===== src/rtl/sram_like_arbiter.sv =====
// N-channel sram-like master merger: arbitrates requests onto one slave port and
// routes returns in order via a FIFO of channel IDs. Define SRAM_LIKE_ARBITER_FIXED_PRIO_EN for fixed priority.
module sram_like_arbiter #(
  parameter int N_CH    = 2,
  parameter int AW      = 32,
  parameter int DW      = 32,
  parameter int MAX_OUT = 4
) (
  input  logic                 clk,
  input  logic                 rst,
  input  logic [N_CH-1:0]      m_req,
  input  logic [N_CH-1:0]      m_wr,
  input  logic [2*N_CH-1:0]    m_size,
  input  logic [AW*N_CH-1:0]   m_addr,
  input  logic [DW*N_CH-1:0]   m_wdata,
  output logic [N_CH-1:0]      m_addr_ok,
  output logic [N_CH-1:0]      m_data_ok,
  output logic [DW-1:0]        m_rdata,
  output logic                 s_req,
  output logic                 s_wr,
  output logic [1:0]           s_size,
  output logic [AW-1:0]        s_addr,
  output logic [DW-1:0]        s_wdata,
  input  logic                 s_addr_ok,
  input  logic                 s_data_ok,
  input  logic [DW-1:0]        s_rdata,
  output logic                 busy,
  output logic                 err_spurious
);

  localparam int IDW = (N_CH > 1) ? $clog2(N_CH) : 1;
  localparam int PW  = $clog2(MAX_OUT);
  localparam int CW  = PW + 1;

  localparam logic [0:0] S_IDLE  = 1'b0;
  localparam logic [0:0] S_ISSUE = 1'b1;

  logic [0:0]     state_q, state_d;
  logic [IDW-1:0] grant_q, grant_d;
  logic           wr_q, wr_d;
  logic [1:0]     size_q, size_d;
  logic [AW-1:0]  addr_q, addr_d;
  logic [DW-1:0]  wdata_q, wdata_d;
  logic [IDW-1:0] fifo_q [MAX_OUT];
  logic [IDW-1:0] fifo_d [MAX_OUT];
  logic [PW-1:0]  wptr_q, wptr_d;
  logic [PW-1:0]  rptr_q, rptr_d;
  logic [CW-1:0]  count_q, count_d;
  logic           err_q, err_d;

  logic           push_s;
  logic           pop_s;
  logic           arb_go_s;
  logic [IDW-1:0] win_s;
  logic [IDW-1:0] head_s;
  logic           sel_wr_s;
  logic [1:0]     sel_size_s;
  logic [AW-1:0]  sel_addr_s;
  logic [DW-1:0]  sel_wdata_s;

`ifdef SRAM_LIKE_ARBITER_FIXED_PRIO_EN
  logic           lo_found_s;

  // Fixed priority: lowest asserted index wins.
  always_comb begin
    lo_found_s = 1'b0;
    win_s      = '0;
    for (int j = 0; j < N_CH; j++) begin
      if (m_req[j] && !lo_found_s) begin
        lo_found_s = 1'b1;
        win_s      = IDW'(j);
      end else begin
        lo_found_s = lo_found_s;
      end
    end
  end
`else
  logic [IDW-1:0] rr_ptr_q, rr_ptr_d;
  logic           hi_found_s, lo_found_s;
  logic [IDW-1:0] hi_win_s, lo_win_s;

  // Round robin: channels above the last grant first, then wrap to the bottom.
  always_comb begin
    hi_found_s = 1'b0;
    lo_found_s = 1'b0;
    hi_win_s   = '0;
    lo_win_s   = '0;
    for (int j = 0; j < N_CH; j++) begin
      if (m_req[j] && (j > int'(rr_ptr_q)) && !hi_found_s) begin
        hi_found_s = 1'b1;
        hi_win_s   = IDW'(j);
      end else begin
        hi_found_s = hi_found_s;
      end
    end
    for (int j = 0; j < N_CH; j++) begin
      if (m_req[j] && (j <= int'(rr_ptr_q)) && !lo_found_s) begin
        lo_found_s = 1'b1;
        lo_win_s   = IDW'(j);
      end else begin
        lo_found_s = lo_found_s;
      end
    end
    if (hi_found_s) begin
      win_s = hi_win_s;
    end else begin
      win_s = lo_win_s;
    end
  end

  // Pointer remembers the last channel accepted by the slave.
  always_comb begin
    if (push_s) begin
      rr_ptr_d = grant_q;
    end else begin
      rr_ptr_d = rr_ptr_q;
    end
  end

  // Round-robin pointer register.
  always_ff @(posedge clk or posedge rst) begin
    if (rst) begin
      rr_ptr_q <= IDW'(N_CH - 1);
    end else begin
      rr_ptr_q <= rr_ptr_d;
    end
  end
`endif

  // Select the winning channel's request fields.
  always_comb begin
    sel_wr_s    = 1'b0;
    sel_size_s  = 2'b00;
    sel_addr_s  = '0;
    sel_wdata_s = '0;
    for (int j = 0; j < N_CH; j++) begin
      if (win_s == IDW'(j)) begin
        sel_wr_s    = m_wr[j];
        sel_size_s  = m_size[2*j +: 2];
        sel_addr_s  = m_addr[AW*j +: AW];
        sel_wdata_s = m_wdata[DW*j +: DW];
      end else begin
        sel_wr_s    = sel_wr_s;
      end
    end
  end

  // Handshake qualifiers; a full FIFO blocks arbitration regardless of a same-cycle pop.
  always_comb begin
    push_s   = (state_q == S_ISSUE) && s_addr_ok;
    pop_s    = s_data_ok && (count_q != '0);
    arb_go_s = (state_q == S_IDLE) && (|m_req) && (count_q < CW'(MAX_OUT));
    head_s   = fifo_q[rptr_q];
  end

  // Next state and latched request fields.
  always_comb begin
    state_d = state_q;
    grant_d = grant_q;
    wr_d    = wr_q;
    size_d  = size_q;
    addr_d  = addr_q;
    wdata_d = wdata_q;
    case (state_q)
      S_IDLE: begin
        if (arb_go_s) begin
          state_d = S_ISSUE;
          grant_d = win_s;
          wr_d    = sel_wr_s;
          size_d  = sel_size_s;
          addr_d  = sel_addr_s;
          wdata_d = sel_wdata_s;
        end else begin
          state_d = S_IDLE;
        end
      end
      S_ISSUE: begin
        if (s_addr_ok) begin
          state_d = S_IDLE;
        end else begin
          state_d = S_ISSUE;
        end
      end
      default: begin
        state_d = S_IDLE;
      end
    endcase
  end

  // Order FIFO bookkeeping and sticky spurious-return flag.
  always_comb begin
    fifo_d = fifo_q;
    wptr_d = wptr_q;
    rptr_d = rptr_q;
    count_d = count_q;
    if (push_s) begin
      fifo_d[wptr_q] = grant_q;
      wptr_d         = wptr_q + PW'(1);
    end else begin
      wptr_d = wptr_q;
    end
    if (pop_s) begin
      rptr_d = rptr_q + PW'(1);
    end else begin
      rptr_d = rptr_q;
    end
    case ({push_s, pop_s})
      2'b10:   count_d = count_q + CW'(1);
      2'b01:   count_d = count_q - CW'(1);
      default: count_d = count_q;
    endcase
    err_d = err_q | (s_data_ok && (count_q == '0));
  end

  // State, request-field and FIFO registers.
  always_ff @(posedge clk or posedge rst) begin
    if (rst) begin
      state_q <= S_IDLE;
      grant_q <= '0;
      wr_q    <= 1'b0;
      size_q  <= 2'b00;
      addr_q  <= '0;
      wdata_q <= '0;
      wptr_q  <= '0;
      rptr_q  <= '0;
      count_q <= '0;
      err_q   <= 1'b0;
      for (int k = 0; k < MAX_OUT; k++) begin
        fifo_q[k] <= '0;
      end
    end else begin
      state_q <= state_d;
      grant_q <= grant_d;
      wr_q    <= wr_d;
      size_q  <= size_d;
      addr_q  <= addr_d;
      wdata_q <= wdata_d;
      wptr_q  <= wptr_d;
      rptr_q  <= rptr_d;
      count_q <= count_d;
      err_q   <= err_d;
      fifo_q  <= fifo_d;
    end
  end

  // Slave-side outputs come from latched fields; master handshakes are combinational.
  always_comb begin
    s_req        = (state_q == S_ISSUE);
    s_wr         = wr_q;
    s_size       = size_q;
    s_addr       = addr_q;
    s_wdata      = wdata_q;
    busy         = (state_q == S_ISSUE) || (count_q != '0);
    err_spurious = err_q;
    m_rdata      = pop_s ? s_rdata : '0;
    for (int j = 0; j < N_CH; j++) begin
      m_addr_ok[j] = push_s && (grant_q == IDW'(j));
      m_data_ok[j] = pop_s && (head_s == IDW'(j));
    end
  end

endmodule


===== config.mk =====
export PLATFORM = sky130hd
export DESIGN_NAME = sram_like_arbiter
export DESIGN_NICKNAME = d
export VERILOG_FILES = /design/src/rtl/sram_like_arbiter.sv
export SDC_FILE = /design/constraint.sdc
export NUM_CORES = 1
export LEC_CHECK = 0
export CAP_MARGIN = 20
export CORE_UTILIZATION = 40
export CTS_CLUSTER_SIZE = 8
export DETAILED_ROUTE_END_ITERATION = 10
export GPL_ROUTABILITY_DRIVEN = 0
export HOLD_SLACK_MARGIN = 0.12
export PLACE_DENSITY = 0.87
export SYNTH_ARGS = -nofsm -noshare
export SYNTH_HDL_FRONTEND = slang
export SYNTH_SLANG_ARGS = --single-unit

===== constraint.sdc =====
create_clock -name clk -period 8.12 [get_ports clk]
set_clock_uncertainty 0.1 [all_clocks]
set_input_delay 1.218 -clock clk [delete_from_list [all_inputs] [get_ports clk]]
set_output_delay 1.218 -clock clk [all_outputs]
set_load 0.01 [all_outputs]

==> impl_summary.log, run 1 <==
INFO  metric ctsLongestPathBuffers = 2
INFO  metric min_path_type = reg -> reg
INFO  metric timing.critical_path.to_type = primary output
INFO  metric synth_enable_flop_cells = 0
INFO  metric power.share.clock = 15.1%
INFO  metric clock_latency = around 0.34 ns
INFO  metric grt_use_met1 = 24.0%
INFO  metric mappedNetlistArea = 4400 µm²
INFO  metric critical_path_required = 6.80 ns
INFO  metric min_period = ~4.7 ns
INFO  metric clock_sink_count = 82
INFO  metric antenna_found_initial = 0
INFO  metric max_freq = 215 MHz
INFO  metric drt-initial-drc-count = 117
INFO  metric filler_cell_count = roughly 720
INFO  metric io_pins = 278
INFO  metric place.port_buffers = 277
INFO  metric clock_tree_from_tritoncts = done
INFO  metric largest_net_degree_at_the_start_of_global_routing = 69
INFO  metric power_report.internal_total = 1.61 mW
INFO  metric critical-path-top-cell-by-count = sky130_fd_sc_hd__clkdlybuf4s50_1
INFO  metric p_seq_share = 32.1%
INFO  metric multi_input_comb_area = 2210 µm²
INFO  metric final.period_utilization = 57.4%
INFO  metric clock-root-buffer = sky130_fd_sc_hd__clkbuf_8
INFO  metric cts-htree-levels = 3
INFO  metric crit_chain = clkdlybuf4s50_1 > o31a_1 > and2_1 > clkdlybuf4s50_1
INFO  metric cts_setup_buffers = 0
INFO  metric clock_buffer_count_from_cts = 9
INFO  metric placement.cell_area = roughly 7300 µm²
INFO  metric ant_nets = 0
INFO  metric synth_sequential_area_ratio = 46.7%
INFO  metric worst_path_slowest_cell = sky130_fd_sc_hd__o31a_1
INFO  metric chip_width = 107 µm
INFO  metric ys_seq_elements = 82
INFO  metric synth.area.top_cells = sky130_fd_sc_hd__dfrtp_1 46%, sky130_fd_sc_hd__mux2_2 25%, sky130_fd_sc_hd__mux2_4 13%
INFO  metric post-route-drc-count = 0
INFO  metric netlist-cell-type-count = 27
INFO  metric grt_busiest_layer = met2
INFO  metric hpwlAfterDp = 9.62 mm
INFO  metric p_per_area = 311 nW/µm²
INFO  metric worst-r2r-cell-count = 7
INFO  metric via_count_of_the_first_global_routing_pass = 3912
INFO  metric synth-main-ff-cell = sky130_fd_sc_hd__dfrtp_1
INFO  metric start_util = 41.8%
INFO  metric critical_path_buffers_and_inverters = 2
INFO  metric grt_util_met3 = 5.59%
INFO  metric synth_top_cell_by_area = sky130_fd_sc_hd__dfrtp_1
INFO  metric critical_path_cell_count = 4
INFO  metric reg2reg_setup_slack = 5.47 ns
INFO  metric report.final.setup_viol = 0
INFO  metric synth_top_area_share = 46.1%
INFO  metric final_layout_size_suffix_gt1_share = between 20% and 30%
INFO  metric power_dissipated_by_switching_net_loads = 721 µW
INFO  metric core-area = 10500 µm²
INFO  metric ratio_of_routed_vias_to_standard_cells = between 4 and 5
INFO  metric wire_length_of_the_first_global_routing_pass = 19.1 mm
INFO  metric hold_startpoint = rptr_q[1]$_DFFE_PP0P_
INFO  metric avgRoutedWirePerCell = 16.7 µm
INFO  metric syn_avg_cell_area = 13.8 µm²
INFO  metric timing.setup.tns = 0 ns
INFO  metric die_y = 107 µm
INFO  metric outcome = finished clean
INFO  metric maxSlewViolCount = 0
INFO  metric max_cap_violations = 0
INFO  metric ctsResizeCount = 0
INFO  metric startpoint_to_endpoint_class_of_the_critical_path = in -> out
INFO  metric ir_worst_vdd = 0.000161 V
INFO  metric async_reset_ff_share = 100%
INFO  metric critical_path.max_fanout = 37
INFO  metric grt_setup_unrepaired = false
INFO  metric crit_path_end = m_rdata[14]
INFO  metric critical_path.startpoint = s_data_ok
INFO  metric synthesis.nets = 497
INFO  metric grt.met2_usage = 39.8%
INFO  metric dieArea = 11400 µm²
INFO  metric combPwrFrac = 52.8%
INFO  metric area_growth_syn_to_layout = 70.9%
INFO  metric vias = 3500
INFO  metric diodes = 0
INFO  metric timing.critical_path.from_type = primary input
INFO  metric fp-row-count = 37
INFO  metric crit_path_max_incr_delay = about 0.8 ns
INFO  metric timing.final.hold_violations = 0
INFO  metric static_leak = 3.14 nW
INFO  metric layout.cell_area.non_filler = approximately 7500 µm²
INFO  metric dr.pass1.iters = 4
INFO  metric clkTransAtPathRegs = approximately 0.09 ns
INFO  metric max-slew-margin-rel = 33.1%
INFO  metric postRouteWirelength = 12.2 mm
INFO  metric worst_r2r_endpoint = count_q[2]$_DFFE_PP0P_
INFO  metric path_delay_family = buffers and inverters
INFO  metric globalRoute.totalOverflow = 0
INFO  metric sequential_cell_area = 2050 µm²
INFO  metric worst-endpoint-arrival = 3.34 ns
INFO  metric grt.total_usage = 21.6%
INFO  metric cts_hold_buffers = 0
INFO  metric power.switching_fraction = between 30% and 40%
INFO  metric hold_ws = 0.388 ns
INFO  metric synth-warning-count = 0
INFO  metric worst_r2r_startpoint = count_q[2]$_DFFE_PP0P_
INFO  metric worst_slew_pin_slew = 1.00 ns
INFO  metric postSynthCellCount = 319
INFO  metric design.final.nets = between 700 and 800
-- power groups by stage --
stage	clock (mW)	sequential, mW	combinational [mW]
2_1_floorplan	0	0.821	0.558
3_3_place_gp	0	0.744	1.21
3_5_place_dp	0	0.757	1.24
4_1_cts	0.363	0.752	1.25
5_1_grt	0.380	0.780	1.31
6_report	0.353	0.748	1.23
-- metal layers --
metal	vias to the layer above	wire length, µm
met5	-	0
li1	1651	-
met1	1681	4490
met2	149	6450
met3	19	1030
met4	0	241
-- synthesized netlist by cell type, types with 3 or more instances --
library cell / count
sky130_fd_sc_hd__clkbuf_1: 4
sky130_fd_sc_hd__o21ai_0: 4
sky130_fd_sc_hd__nand2_1: 6
sky130_fd_sc_hd__a21o_1: 3
sky130_fd_sc_hd__buf_6: 4
sky130_fd_sc_hd__inv_1: 8
sky130_fd_sc_hd__nor2_1: 4
sky130_fd_sc_hd__dfrtp_1: 81
sky130_fd_sc_hd__mux2_2: 97
sky130_fd_sc_hd__xor2_1: 3
sky130_fd_sc_hd__xnor2_1: 3
sky130_fd_sc_hd__mux2_4: 38
sky130_fd_sc_hd__ha_1: 5
sky130_fd_sc_hd__and2_1: 33
sky130_fd_sc_hd__nand3_1: 4
sky130_fd_sc_hd__buf_2: 9
-- cells by family (layout without fill, tap and decap cells) --
group                      after synthesis  in the layout  share of synthesized area, %
buffers and inverters                   27            304                          3.41
xor gates and xnor gates                 6              6                          1.20
AOI/OAI and AO/OA                        9              9                          1.39
DFF                                     82             82                          46.7
and+or+nand+nor                         51             51                          6.63
adders and majority gates                6              6                          1.88
muxes                                  138            138                          38.8
-- how the worst min path moves through the flow --
| stage | end | cells past startpoint |
|---|---|---|
| final | rptr_q[1]$_DFFE_PP0P_ | 1 |
| after detailed placement | fifo_q[0]$_DFFE_PP0P_ | 2 |
| after CTS | rptr_q[1]$_DFFE_PP0P_ | 1 |
| after global placement | fifo_q[0]$_DFFE_PP0P_ | 2 |
| after floorplan | fifo_q[1]$_DFFE_PP0P_ | 2 |
| after global routing | fifo_q[0]$_DFFE_PP0P_ | 2 |
-- area by class of cell --
class / instances / share of cell area [%]
Timing Repair Buffer: 281 / 37.5
Multi-Input combinational cell: 210 / 29.3
Sequential cell: 82 / 27.3
Tap cell: 136 / 2.26
Clock buffer: 10 / 1.83
Clock inverter: 5 / 1.37
Inverter: 8 / 0.416
-- cell usage in the layout (no fill, tap or decap), types with 4 or more instances in the layout --
cell,Yosys,routed
sky130_fd_sc_hd__clkdlybuf4s50_1,0,277
sky130_fd_sc_hd__mux2_2,97,97
sky130_fd_sc_hd__dfrtp_1,81,81
sky130_fd_sc_hd__mux2_4,38,38
sky130_fd_sc_hd__and2_1,33,33
sky130_fd_sc_hd__clkbuf_8,0,10
sky130_fd_sc_hd__inv_1,8,7
sky130_fd_sc_hd__nand2_1,6,6
sky130_fd_sc_hd__ha_1,5,5
sky130_fd_sc_hd__nor2_1,4,4
sky130_fd_sc_hd__nand3_1,4,4
sky130_fd_sc_hd__o21ai_0,4,4
-- sequential cells by signal, indices dropped and copies added, names as in the netlist --
| register | cells |
|---|---|
| s_addr | 32 |
| s_req | 1 |
| s_wr | 1 |
| rptr_q | 2 |
| grant_q | 1 |
| fifo_q | 4 |
| err_spurious | 1 |
| rr_ptr_q | 1 |
| count_q | 3 |
| s_size | 2 |
| wptr_q | 2 |
| s_wdata | 32 |
-- per-stage QoR --
stage / std cells / util [%] / power (mW) / setup WS (ns)
floorplan: 319 / - / 1.38 / 4.70
global placement: 716 / 69.0 / 1.95 / 3.66
detailed placement: 716 / 69.0 / 2.00 / 3.49
finish: 732 / 71.5 / 2.33 / 3.46
global route: 732 / 71.5 / 2.47 / 3.31
CTS: 731 / 71.3 / 2.36 / 3.48
Note: power is estimated with default switching activity, not from simulation.
==> run 2: changes to the inputs <==
--- a/config.mk
+++ b/config.mk
@@ -6,12 +6,12 @@
 export NUM_CORES = 1
 export LEC_CHECK = 0
 export CAP_MARGIN = 20
-export CORE_UTILIZATION = 40
+export CORE_UTILIZATION = 37
 export CTS_CLUSTER_SIZE = 8
 export DETAILED_ROUTE_END_ITERATION = 10
 export GPL_ROUTABILITY_DRIVEN = 0
 export HOLD_SLACK_MARGIN = 0.12
-export PLACE_DENSITY = 0.87
+export PLACE_DENSITY = 0.81
 export SYNTH_ARGS = -nofsm -noshare
 export SYNTH_HDL_FRONTEND = slang
 export SYNTH_SLANG_ARGS = --single-unit
==> constraint.sdc (replaced) <==
create_clock -name clk -period 4.4 [get_ports clk]
set_clock_uncertainty 0.1 [all_clocks]
set_input_delay 0.66 -clock clk [delete_from_list [all_inputs] [get_ports clk]]
set_output_delay 0.66 -clock clk [all_outputs]
set_load 0.01 [all_outputs]
==> impl_summary.log, run 2 (synthesis gave the netlist of run 1 again) <==
INFO  metric postRouteWirelength = 12.0 mm
INFO  metric dieArea = 12300 µm²
INFO  metric path_delay_family = buffers and inverters
INFO  metric outcome = finished with violations
INFO  metric ant_nets = 0
INFO  metric place.port_buffers = 277
INFO  metric clkTransAtPathRegs = 0.06 ns
INFO  metric clock_buffer_count_from_cts = 9
INFO  metric mostFrequentLayoutCells = 277 x sky130_fd_sc_hd__clkdlybuf4s50_1, 97 x sky130_fd_sc_hd__mux2_2, 81 x sky130_fd_sc_hd__dfrtp_1
INFO  metric final_layout_size_suffix_gt1_share = a little over a quarter
INFO  metric post-route-drc-count = 38
INFO  metric final.period_utilization = 80.0%
INFO  metric clock_tree_from_tritoncts = done
INFO  metric ctsResizeCount = 0
INFO  metric clock-root-buffer = sky130_fd_sc_hd__clkbuf_16
INFO  metric clock_sink_count = 82
INFO  metric antenna_found_initial = 0
INFO  metric p_per_area = 575 nW/µm²
INFO  metric worst_path_slowest_cell = sky130_fd_sc_hd__o31a_1
INFO  metric final_core_utilization = 65.9%
INFO  metric crit_chain = clkdlybuf4s50_1 > o31a_1 > nor2b_1 > clkdlybuf4s50_1
INFO  metric worst-r2r-cell-count = 7
INFO  metric max-slew-margin-rel = 34.1%
INFO  metric critical_path_cell_count = 4
INFO  metric largest_net_degree_at_the_start_of_global_routing = 69
INFO  metric hold_ws = just under 0.4 ns
INFO  metric chip_width = 111 µm
INFO  metric fp-row-count = 39
INFO  metric wire_length_of_the_first_global_routing_pass = 19.3 mm
INFO  metric grt.total_usage = 19.9%
INFO  metric clock_latency = between 0.3 and 0.4 ns
INFO  metric final_common_cell = sky130_fd_sc_hd__clkdlybuf4s50_1
INFO  metric min_path_type = reg -> reg
INFO  metric design.final.nets = 772
INFO  metric maxSlewViolCount = 0
INFO  metric grt_setup_unrepaired = false
INFO  metric instances_no_fill = 742
INFO  metric via_count_of_the_first_global_routing_pass = 3796
INFO  metric preCtsSetupSlack = 0.880 ns
INFO  metric timing.final.hold_violations = 0
INFO  metric vias = 3481
INFO  metric ir_worst_vdd = 0.000291 V
INFO  metric cts_hold_buffers = 0
INFO  metric io_pins = 278
INFO  metric filler_cell_count = 857
INFO  metric timing.critical_path.to_type = primary output
INFO  metric cts_setup_buffers = 0
INFO  metric globalRoute.totalOverflow = 0
INFO  metric avgRoutedWirePerCell = approximately 16 µm
INFO  metric critical_path_buffers_and_inverters = 2
INFO  metric max_freq = 284 MHz
INFO  metric min_period = 3.52 ns
INFO  metric critical_path.max_fanout = 37
INFO  metric cts-htree-levels = 3
INFO  metric die_y = 111 µm
INFO  metric timing.setup.tns = 0 ns
INFO  metric core-area = 11500 µm²
INFO  metric max_cap_violations = 0
INFO  metric startpoint_to_endpoint_class_of_the_critical_path = in -> out
INFO  metric worst_slew_pin_slew = around 1 ns
INFO  metric dr.pass1.iters = 7
INFO  metric ctsLongestPathBuffers = 2
INFO  metric area_growth_syn_to_layout = 72.5%
INFO  metric start_util = 38.2%
INFO  metric failed_checks = design-rule violations
INFO  metric worst-endpoint-arrival = 2.76 ns
INFO  metric report.final.setup_viol = 0
INFO  metric final_critical_path_setup_slack = ~0.88 ns
INFO  metric ratio_of_routed_vias_to_standard_cells = 4.69
INFO  metric depth_of_the_worst_hold_timing_path = 2
INFO  metric diodes = 0
INFO  metric post-place-cells = 725
INFO  metric critical_path_required = between 3 and 4 ns
INFO  metric crit_path_max_incr_delay = 0.80 ns
INFO  metric hpwlAfterDp = 9.31 mm
INFO  metric static_leak = 3.17 nW
INFO  metric drt-initial-drc-count = 130
INFO  metric critical-path-top-cell-by-count = sky130_fd_sc_hd__clkdlybuf4s50_1
INFO  metric timing.critical_path.from_type = primary input
-- run 2: final cells by class --
class	instances	area (µm²)	area share (%)
clock buffer	14	274	3.61
clock inverter	2	10.0	0.132
inverter	8	31.3	0.412
multi-input combinational	210	2210	29.1
sequential	82	2050	27.1
tap	143	179	2.36
timing repair buffer	283	2830	37.3
-- run 2: through the flow --
stage,total power [mW],cell area (µm²)
floorplan,2.54,4400
global placement,3.62,7280
detailed placement,3.69,7280
CTS,4.41,7560
global route,4.62,7580
finish,4.36,7580
-- run 2: layer usage --
layer | vias up | routed length (µm) | global-route usage, %
met5 | - | 0 | 0
li1 | 1663 | - | -
met4 | 0 | 119 | 5.86
met3 | 12 | 952 | 5.14
met1 | 1660 | 4880 | 23.6
met2 | 146 | 6000 | 35.3
-- run 2: worst paths after layout --
check	start	slack, ns	to
max	s_data_ok	0.88	m_data_ok[0]
min	fifo_q[2]$_DFFE_PP0P_	0.39	fifo_q[2]$_DFFE_PP0P_
max reg2reg	count_q[2]$_DFFE_PP0P_	1.78	count_q[2]$_DFFE_PP0P_
min reg2reg	fifo_q[2]$_DFFE_PP0P_	0.39	fifo_q[2]$_DFFE_PP0P_
max in group asynchronous	rst	2.73	rr_ptr_q$_DFFE_PP1P_
min in group asynchronous	rst	0.68	s_addr[6]$_DFFE_PP0P_
-- run 2: tightest hold or removal path, cell delays in order (launching register included) --
cell	delay, ns
sky130_fd_sc_hd__dfrtp_1	0.35
sky130_fd_sc_hd__nand2_1	0.05
sky130_fd_sc_hd__o21ai_0	0.06
-- run 2: report_power, final --
group | leakage, nW | switching, mW | internal [mW]
sequential | 0.964 | 0.236 | 1.15
clock | 0.143 | 0.274 | 0.427
combinational | 2.06 | 0.832 | 1.44
==> run 3: changes to the inputs <==
==> constraint.sdc (replaced) <==
create_clock -name clk -period 3.5 [get_ports clk]
set_clock_uncertainty 0.1 [all_clocks]
set_input_delay 0.525 -clock clk [delete_from_list [all_inputs] [get_ports clk]]
set_output_delay 0.525 -clock clk [all_outputs]
set_load 0.01 [all_outputs]
==> impl_summary.log, run 3 (synthesis gave the netlist of run 1 again) <==
INFO  metric cts-htree-levels = 3
INFO  metric clock_sink_count = 82
INFO  metric globalRoute.totalOverflow = 0
INFO  metric largest_net_degree_at_the_start_of_global_routing = 50
INFO  metric cts_setup_buffers = 0
INFO  metric timing.critical_path.to_type = primary output
INFO  metric antenna_found_initial = 0
INFO  metric diodes = 0
INFO  metric worst_slew_pin_slew = approximately 0.6 ns
INFO  metric final_layout_size_suffix_gt1_share = between 20% and 30%
INFO  metric timing.final.hold_violations = 0
INFO  metric timing.setup.tns = 0 ns
INFO  metric critical_path_required = 2.87 ns
INFO  metric area_growth_syn_to_layout = 72.3%
INFO  metric maxSlewViolCount = 0
INFO  metric timing.critical_path.from_type = primary input
INFO  metric max-slew-margin-rel = 59.5%
INFO  metric met1_length = 4.85 mm
INFO  metric p_per_area = around 700 nW/µm²
INFO  metric io_pins = between 200 and 300
INFO  metric chip_width = 111 µm
INFO  metric ctsLongestPathBuffers = 2
INFO  metric vias = 3465
INFO  metric fp-row-count = 39
INFO  metric cts_hold_buffers = 0
INFO  metric place.port_buffers = 277
INFO  metric dr.max_layer_used = met4
INFO  metric dieArea = 12300 µm²
INFO  metric max_freq = ~350 MHz
INFO  metric clock_tree_from_tritoncts = done
INFO  metric core-area = 11500 µm²
INFO  metric design.final.nets = 772
INFO  metric min_path_type = reg -> reg
INFO  metric ant_nets = 0
INFO  metric ratio_of_routed_vias_to_standard_cells = 4.67
INFO  metric ctsResizeCount = 0
INFO  metric max_cap_violations = 0
INFO  metric static_leak = 3.17 nW
INFO  metric grt.total_usage = 20.1%
INFO  metric ir_worst_vdd = around 0.00035 V
INFO  metric final.period_utilization = 82.3%
INFO  metric start_util = a little under two fifths
INFO  metric clock_buffer_count_from_cts = 9
INFO  metric postRouteWirelength = 12.1 mm
INFO  metric clock-root-buffer = sky130_fd_sc_hd__clkbuf_16
INFO  metric hpwlAfterDp = roughly 9.5 mm
INFO  metric clock_latency = 0.32 ns
INFO  metric report.final.setup_viol = 0
INFO  metric wire_length_of_the_first_global_routing_pass = 19.5 mm
INFO  metric clkTransAtPathRegs = 0.06 ns
INFO  metric via_count_of_the_first_global_routing_pass = 3748
INFO  metric failed_checks = design-rule violations
INFO  metric min_period = ~2.9 ns
INFO  metric wl_met3 = 951 µm
INFO  metric power = about 5.4 mW
INFO  metric final_core_utilization = 65.8%
INFO  metric final_common_cell = sky130_fd_sc_hd__clkdlybuf4s50_1
INFO  metric outcome = finished with violations
INFO  metric dr.pass1.iters = 7
INFO  metric drt-initial-drc-count = 106
INFO  metric critical_path.max_fanout = 34
INFO  metric mostFrequentLayoutCells = 277 x sky130_fd_sc_hd__clkdlybuf4s50_1, 97 x sky130_fd_sc_hd__mux2_2, 81 x sky130_fd_sc_hd__dfrtp_1
INFO  metric worst-endpoint-arrival = 2.26 ns
INFO  metric startpoint_to_endpoint_class_of_the_critical_path = in -> out
INFO  metric met2_wirelength = 6.16 mm
INFO  metric avgRoutedWirePerCell = 16.3 µm
INFO  metric grt_setup_unrepaired = false
INFO  metric post-route-drc-count = 38
INFO  metric die_y = 111 µm
[run 3: cell types whose count changed in the layout (fill, tap and decap cells not counted), sizes merged]
cell / previous run / this run
clkbuf: 14 / 13
clkinv: 3 / 4
[run 3: final timing paths]
kind,from,to,slack (ns),cells past startpoint
setup / recovery,s_data_ok,m_rdata[18],0.62,5
hold / removal,fifo_q[0]$_DFFE_PP0P_,fifo_q[0]$_DFFE_PP0P_,0.39,2
setup reg to reg,s_req$_DFF_PP0_,count_q[2]$_DFFE_PP0P_,1.41,7
hold reg to reg,fifo_q[0]$_DFFE_PP0P_,fifo_q[0]$_DFFE_PP0P_,0.39,2
max in group asynchronous,rst,rr_ptr_q$_DFFE_PP1P_,2.12,3
min in group asynchronous,rst,s_addr[23]$_DFFE_PP0P_,0.48,2
[run 3: layout make-up]
| type | count | area (µm²) |
|---|---|---|
| Clock buffer | 13 | 250 |
| Clock inverter | 3 | 15.0 |
| Fill cell | 900 | 3940 |
| Inverter | 8 | 31.3 |
| Multi-Input combinational cell | 210 | 2210 |
| Sequential cell | 82 | 2050 |
| Tap cell | 143 | 179 |
| Timing Repair Buffer | 283 | 2840 |
[run 3: worst max-delay path, stage by stage]
cell and delay [ns]:
sky130_fd_sc_hd__clkdlybuf4s50_1 0.49, sky130_fd_sc_hd__o31a_1 0.22, sky130_fd_sc_hd__buf_4 0.29, sky130_fd_sc_hd__and2_1 0.17
sky130_fd_sc_hd__clkdlybuf4s50_1 0.55
[run 3: metrics by stage]
stage | cell area [µm²] | setup WS, ns | cells | hold slack (ns)
after floorplan | 4400 | 0.768 | 319 | 0.344
after global placement | 7310 | 0.709 | 726 | 0.364
after detailed placement | 7310 | 0.618 | 726 | 0.378
after CTS | 7580 | 0.618 | 742 | 0.391
after global routing | 7580 | 0.526 | 742 | 0.413
final | 7580 | 0.618 | 742 | 0.389
[run 3: power breakdown]
| part | leakage [nW] | switching, mW | internal [mW] |
|---|---|---|---|
| clock network | 0.133 | 0.341 | 0.497 |
| logic | 2.07 | 1.05 | 1.81 |
| registers | 0.964 | 0.301 | 1.45 |
[run 3: routing by layer]
layer,vias to the layer above,track usage (%)
li1,1657,-
met3,11,5.47
met2,142,35.8
met1,1655,23.7
met5,-,0
met4,0,5.50
==> RTL edit: new RTL, flow settings as in run 1 <==
`DW`: 32 -> 48.
--- a/src/rtl/sram_like_arbiter.sv
+++ b/src/rtl/sram_like_arbiter.sv
@@ -3,7 +3,7 @@
 module sram_like_arbiter #(
   parameter int N_CH    = 2,
   parameter int AW      = 32,
-  parameter int DW      = 32,
+  parameter int DW      = 48,
   parameter int MAX_OUT = 4
 ) (
   input  logic                 clk,
Interface: changed (resized m_rdata, m_wdata, s_rdata and s_wdata); port bits go from 278 to 358. The function was not compared with the original's and may differ.
==> RTL edit against run 1 <==
Power up 19%; design area up 24%; core utilization down 0.80 points; synthesized area up 23%; largest power group unchanged; critical path type unchanged; critical endpoint is now m_rdata[7]; via count up 25%; wire length up 39%; sequential share of layout area down 1.0 points; non-clock buffer count up 81; count of clock-buffer cells in the layout up 3; sequential power up 20%; sequential cell count up 16; worst setup slack better by 0.18 ns; global-route usage up 3.1 points; highest routed layer unchanged.
==> RTL edit: results (changes against run 1) <==
synth_common_cells: "mux2_2 (108), dfrtp_1 (97), mux2_4 (59), and2_1 (49), inv_1 (8)"  # was mux2_2 (97), dfrtp_1 (81), mux2_4 (38), and2_1 (33), buf_2 (9)
grt_pass1_wl_mm: 26.3  # was 19.1 mm
ir_worst_vdd_v: 0.000161  # about the same
p_leak_nw: 3.92  # was 3.14 nW
numCtsBuffers: 9  # unchanged
antenna_cells: 0  # unchanged
dp_worst_setup_slack_ns: 3.68  # was 3.49 ns
cp.arrival_ns: 3.16  # was 3.34 ns
drtAntennaViolNets: 0  # unchanged
slowest_stage: "clkdlybuf4s50_1"  # was o31a_1
dp_cells: 902  # was 716
clk_pin_slew_ns: 0.06  # was 0.09 ns
detail_route.wl_per_cell_um: 18.5  # was 16.7 µm
tightest_slew_ns: 0.803  # was 1.00 ns
worst_slack_ns: 3.64  # was 3.46 ns
io_buffers: 357  # was 277
r2r_slack_ns: 5.25  # was 5.47 ns
synth_nets: 614  # was 497
r2r_cells: 4  # was 7
status: "completed"  # unchanged
path_max_fanout: 45  # was 37
layout.nets: 963  # was 770
avgSynthCellArea_um2: 13.9  # was 13.8 µm²
drt-total-wl_mm: 17.0  # was 12.2 mm
cts_root_buf: "clkbuf_16"  # was clkbuf_8
hold_ws_ns: 0.378  # was 0.388 ns
synthTopCellsByArea: "dfrtp_1 (45%), mux2_2 (23%), mux2_4 (16%)"  # was dfrtp_1 (46%), mux2_2 (25%), mux2_4 (13%)
dp_hpwl_mm: 13.8  # was 9.62 mm
max_stage_delay_ns: 0.59  # was 0.80 ns
timing.rr.start: "rr_ptr_q"  # was count_q[2]
reg2reg_to: "s_wdata[40]"  # was count_q[2]
first_iter_violations: 122  # was 117
post-synth-top-area-fraction_pct: 45.1  # was 46.1%
grt_util_all_layers_pct: 24.7  # was 21.6%
placed_cell_area_um2: 9060  # was 7260 µm²
cts_resized: 0  # unchanged
cts_setup_buffers: 0  # unchanged
ys_seq_area_share_pct: 45.6  # was 46.7%
vias_per_cell: 4.78  # about the same
drive_above_1_share_pct: 25.6  # was 26.7%
[RTL edit: cell count changes in the layout (fill, tap and decap cells not counted), sizes merged]
cell / delta
clkdlybuf4s50: +80
mux2: +32
and2: +16
dfrtp: +16
bufinv: -3
clkbuf: +3
buf: +1
clkinv: +1
clkinvlp: -1
inv: +1
[RTL edit: worst max path at each step]
stage,cells after the start,startpoint,end
after floorplan,1,rst,count_q[0]
after global placement,5,s_data_ok,m_rdata[7]
after detailed placement,5,s_data_ok,m_rdata[7]
after CTS,5,s_data_ok,m_rdata[7]
after global routing,5,s_data_ok,m_rdata[7]
final,5,s_data_ok,m_rdata[7]
[RTL edit: cell type report]
type | count | area (µm²)
fill | 914 | 3860
timing repair buffer | 362 | 3610
multi-input combinational | 258 | 2750
sequential | 98 | 2450
clock buffer | 13 | 250
tap | 176 | 220
inverter | 8 | 32.5
clock inverter | 3 | 15.0
[RTL edit: routing by layer]
metal	vias up	GRT usage, %	part of all wire (%)
met3	38	6.01	6.8
met1	2103	25.8	35
met4	0	12.2	3.9
met2	216	45.9	54
li1	2032	-	-
met5	-	0	0
[RTL edit: cells by family after synthesis]
family,after synthesis,synth area share (%)
xor gates and xnor gates,6,0.976
adders and majority gates,6,1.53
buffers and inverters,32,3.72
and+or+nand+nor,67,7.27
AOI/OAI and AO/OA,9,1.14
DFF,98,45.6
muxes,170,39.8
[RTL edit: power breakdown]
part	internal (W)	leakage [nW]	total, W	switching, W
registers	0.000746	1.15	0.000898	0.000152
logic	0.000929	2.64	0.00150	0.000575
clock network	0.000215	0.133	0.000386	0.000171
total	0.00189	3.92	0.00279	0.000898
